### src/rtl/switch_press_decoder.sv
// Classifies debounced switch gestures as short, long or double press.
// Optional LED toggle on short/double, cleared on long: PRESS_LED_TOGGLE_EN.
module switch_press_decoder #(
  parameter int c_LONG_LIMIT = 12500000,
  parameter int c_GAP_LIMIT  = 6250000,
  parameter int CNT_WIDTH    = 24
) (
  input  logic CLK,
  input  logic RST_N,
  input  logic i_Switch,
  output logic o_Short,
  output logic o_Long,
  output logic o_Double,
  output logic o_Busy,
  output logic o_LED
);

  typedef enum logic [2:0] {
    IDLE,
    PRESS1,
    LONG_HELD,
    GAP,
    PRESS2
  } state_t;

  localparam logic [CNT_WIDTH-1:0] c_LONG_LAST =
    CNT_WIDTH'(c_LONG_LIMIT - 1);
  localparam logic [CNT_WIDTH-1:0] c_GAP_LAST =
    CNT_WIDTH'(c_GAP_LIMIT - 1);

  state_t               r_State;
  state_t               w_Next;
  logic                 r_Prev;
  logic [CNT_WIDTH-1:0] r_Cnt;
  logic [CNT_WIDTH-1:0] w_CntNext;
  logic                 w_Rise;
  logic                 w_Fall;
  logic                 w_Short;
  logic                 w_Long;
  logic                 w_Double;

  assign w_Rise = i_Switch & ~r_Prev;
  assign w_Fall = ~i_Switch & r_Prev;

  always_comb begin
    w_Next   = r_State;
    w_Short  = 1'b0;
    w_Long   = 1'b0;
    w_Double = 1'b0;
    unique case (r_State)
      IDLE: begin
        if (w_Rise) w_Next = PRESS1;
      end
      PRESS1: begin
        // release beats the long limit on the same edge
        if (w_Fall) begin
          w_Next = GAP;
        end else if (r_Cnt == c_LONG_LAST) begin
          w_Next = LONG_HELD;
          w_Long = 1'b1;
        end
      end
      LONG_HELD: begin
        if (w_Fall) w_Next = IDLE;
      end
      GAP: begin
        if (w_Rise) begin
          w_Next = PRESS2;
        end else if (r_Cnt == c_GAP_LAST) begin
          w_Next  = IDLE;
          w_Short = 1'b1;
        end
      end
      PRESS2: begin
        if (w_Fall) begin
          w_Next   = IDLE;
          w_Double = 1'b1;
        end
      end
      default: w_Next = IDLE;
    endcase
  end

  always_comb begin
    w_CntNext = r_Cnt;
    if (w_Next != r_State)
      w_CntNext = '0;
    else if (r_State == PRESS1 || r_State == GAP)
      w_CntNext = r_Cnt + 1'b1;
  end

  always_ff @(posedge CLK or negedge RST_N) begin
    if (!RST_N) begin
      r_State  <= IDLE;
      r_Prev   <= 1'b0;
      r_Cnt    <= '0;
      o_Short  <= 1'b0;
      o_Long   <= 1'b0;
      o_Double <= 1'b0;
    end else begin
      r_State  <= w_Next;
      r_Prev   <= i_Switch;
      r_Cnt    <= w_CntNext;
      o_Short  <= w_Short;
      o_Long   <= w_Long;
      o_Double <= w_Double;
    end
  end

  assign o_Busy = (r_State != IDLE);

`ifdef PRESS_LED_TOGGLE_EN
  logic r_LED;

  always_ff @(posedge CLK or negedge RST_N) begin
    if (!RST_N)
      r_LED <= 1'b0;
    else if (w_Long)
      r_LED <= 1'b0;
    else if (w_Short || w_Double)
      r_LED <= ~r_LED;
  end

  assign o_LED = r_LED;
`else
  assign o_LED = 1'b0;
`endif

endmodule

### config.mk
export PLATFORM = sky130hd
export DESIGN_NAME = switch_press_decoder
export DESIGN_NICKNAME = d
export VERILOG_FILES = /design/src/rtl/switch_press_decoder.sv
export SDC_FILE = /design/constraint.sdc
export NUM_CORES = 1
export LEC_CHECK = 0
export CAP_MARGIN = 40
export CELL_PAD_IN_SITES_DETAIL_PLACEMENT = 0
export CELL_PAD_IN_SITES_GLOBAL_PLACEMENT = 1
export CORE_MARGIN = 2
export CORE_UTILIZATION = 43
export DETAILED_ROUTE_END_ITERATION = 10
export GPL_TIMING_DRIVEN = 0
export HOLD_SLACK_MARGIN = 0.05
export PLACE_DENSITY_LB_ADDON = 0.12
export SYNTH_ARGS = -nofsm -noshare
export SYNTH_HDL_FRONTEND = slang
export SYNTH_SLANG_ARGS = --single-unit
### constraint.sdc
create_clock -name CLK -period 2 [get_ports CLK]
set_input_delay 0.2 -clock CLK [delete_from_list [all_inputs] [get_ports CLK]]
set_output_delay 0.2 -clock CLK [all_outputs]
set_load 0.005 [all_outputs]
==> metrics.txt <==
Total GRT Usage=18.8%; DRC violations left=0; share of synthesized cell area in and, or, nand and nor gates=36.3%; number of max-cap violations=0; Initial Util=45.3%; Die X=69.4 um; Clock Skew=3.31 ps; worst endpoint required time=2170 ps; CP Capture Type=flop; HPWL Detailed=2.78 mm; critical path's largest stage delay=570 ps; leakage=0.931 nW; row cnt=23; Seq/Total Area, Yosys=42.2%; Avg Cell Area, Syn=10.3 um2; Yosys warning count=0; Primary FF master, synth=dfrtp_1; Max FO, Critical Path=10; flops & latches, synth=31; Hold-fix buffers, CTS=0; # setup viols final=24; Vias=1402; critical path cell sequence=or4bb_4, nor4_4, nand3_4, a211oi_4, buf_12, buf_12, nor3_2; DR iter-0 viols=117; pwr/cell area=922 nW/um2; Max-slew headroom=43.6%; DR vias/cell=5.50; I/O pin cnt=8; Worst-Margin Slew=844 ps; die area=4810 um2; Clock H-tree levels=2; failing checks=negative setup slack; Post-synth EDFFs=0; routability cong.=0.824; largest family of logic cells by synthesized area=simple AND/OR/NAND/NOR gates; cells after synthesis=178; R2R Path Start=r_Cnt[9]$_DFFE_PN0P_; Place WS=-405 ps; nets@finish=209; worst reg2reg endpoint=r_Cnt[11]$_DFFE_PN0P_; worst hold path type=in -> async; CTS Sinks=31; net count after synthesis=182; max-slew violations=0; first drt pass iteration count=4; WL/cell=15.8 um; clock latency on the worst-skew pair=280 ps; shortest period the worst path allows=2200 ps; worst vdd ir=0.421 mV; number of diodes=0; root buf cell=clkbuf_8; synth-to-layout area growth=22.3%; final hold violation count=0; adder-cell share of the synthesized area=0.681%; DP Area=2000 um2; FF-to-FF setup slack=-200 ps; DIE HEIGHT=69.4 um; Synth Area in Compound Gates=5.18%; number of buffers created by CTS=5; startpoint types=flop; ANT nets after route=0; Final Instance Area=2250 um2; RSZ-0062 raised after global routing=yes; initial antenna violation count=0; critical path type=reg -> reg; clock tree buffer depth=2; pin count of the biggest net entering global routing=17; first-pass GRT wire length=7.16 mm; via count of the first global-routing pass=1515; share of cells above drive strength 1=31.7%; Post-Synth XOR/XNOR Area=11.0%; CTS tree=yes; Tcrit/Tclk final=110%; Worst-path clk slew=70 ps; Critical Path AT=2370 ps; core area=4060 um2; status=finished with violations; CP max-delay cell=or4bb_4; worst setup margin=-204 ps; Synth cell types=38; Syn Std Cell Area=1840 um2; DRT Wirelength=4.02 mm; mux share of post-synthesis cell area=0.545%; crit-path most repeated cell=buf_12; Overflow after GRT=0; ys async rst share=100%; R2R depth=7; fmax=0.454 GHz; Port Buffers=6
-- layout make-up --
cell class | count | area (um2)
well taps | 50 | 62.6
multi-input cells | 136 | 1030
clock inverters | 1 | 5.00
fillers | 348 | 1810
flip-flops and latches | 31 | 778
repair buffers | 21 | 205
plain buffers | 8 | 76.3
inverters | 2 | 7.51
clock buffers | 6 | 82.6
-- per-layer routing --
metal  vias to the layer above  track usage (%)  share of wire (%)
met5                         -                0                  0
met3                         9             5.23                4.2
met1                       681             24.0                 45
met2                        27             30.1                 49
li1                        685                -                  -
met4                         0             7.41                1.6
-- worst max path at each step --
| stage | start | cells after the start | endpoint |
|---|---|---|---|
| after floorplan | r_Cnt[9]$_DFFE_PN0P_ | 6 | r_Cnt[10]$_DFFE_PN0P_ |
| after global placement | r_Cnt[9]$_DFFE_PN0P_ | 6 | r_Cnt[23]$_DFFE_PN0P_ |
| after detailed placement | r_Cnt[9]$_DFFE_PN0P_ | 6 | r_Cnt[5]$_DFFE_PN0P_ |
| after CTS | r_Cnt[6]$_DFFE_PN0P_ | 7 | r_Cnt[11]$_DFFE_PN0P_ |
| after global routing | r_Cnt[15]$_DFFE_PN0P_ | 7 | r_Cnt[4]$_DFFE_PN0P_ |
| final | r_Cnt[9]$_DFFE_PN0P_ | 7 | r_Cnt[11]$_DFFE_PN0P_ |
-- synth_stat cells (2+ instances only) --
cell type	count	share of area, %
a21oi_1	3	0.82
and3_1	2	0.68
buf_2	3	0.82
buf_8	2	1.6
clkbuf_1	3	0.61
dfrtp_1	31	42
inv_1	2	0.41
nand2_1	13	2.7
nand2b_1	2	0.68
nand3_1	9	2.5
nand4_1	8	2.7
nor2_1	13	2.7
nor2b_1	3	1.0
nor3_1	9	2.5
nor3_2	20	11
nor4_1	4	1.4
nor4_4	2	2.3
o21ai_0	4	1.1
o31ai_1	2	0.82
or3_1	2	0.68
or4bb_1	3	1.8
xnor2_1	11	5.2
xor2_1	12	5.7
-- critical path: cells and delay by family, from the launching register on --
family / cells / cell delay (ps)
and+or+nand+nor: 4 / 1090
DFF: 1 / 440
buffers and inverters: 2 / 290
AOI/OAI and AO/OA: 1 / 260
-- report_power, final --
part	total, mW	leakage [nW]	internal (mW)	switching, mW
clock network	0.497	0.0470	0.270	0.227
registers	0.707	0.423	0.668	0.0394
logic	0.867	0.461	0.386	0.481
total	2.07	0.931	1.32	0.747
-- sequential cells by signal (all words and copies together) (netlist names) --
signal / flops
r_Cnt: 24
r_State: 3
o_Double: 1
o_Long: 1
o_Short: 1
r_Prev: 1
-- logic make-up (layout without fill, tap and decap cells) --
family	Yosys count	in the layout
buf+inv	11	38
compound gates	13	13
mux	1	1
xor+xnor	23	23
flops	31	31
simple gates	97	97
fa+ha+maj	1	1
other cells	1	1
-- metrics by stage --
stage	total power, mW	TNS [ps]	cells	hold WS [ps]	util, %
after floorplan	1.28	-2790	178	-95.6	-
after global placement	1.43	-8490	234	581	48.6
after CTS	2.09	-3780	256	419	55.2
after detailed placement	1.45	-8940	235	586	49.3
after global routing	2.22	-5810	255	446	55.4
final	2.07	-4460	255	403	55.4
-- cell usage in the layout (no fill, tap or decap), drive strengths merged, types with 2 or more instances in the layout --
cell           count
or4bb              3
and3               3
o21ai              4
nand3             10
clkbuf             8
nand4              8
nand2b             2
a21oi              3
clkdlybuf4s50      6
buf               21
dfrtp             31
or3                2
nor2b              3
or4                2
nand2             13
xnor2             11
inv                2
nor3              29
xor2              12
nor4               6
nor2              13
o31ai              2
-- timing repair --
item	CTS	global route
endpoints found under the hold margin	0	0
setup endpoints to repair	24	27
pin swaps	7	4
resized for setup	7	6
setup buffers	14	0
Note: power is estimated with default switching activity, not from simulation.
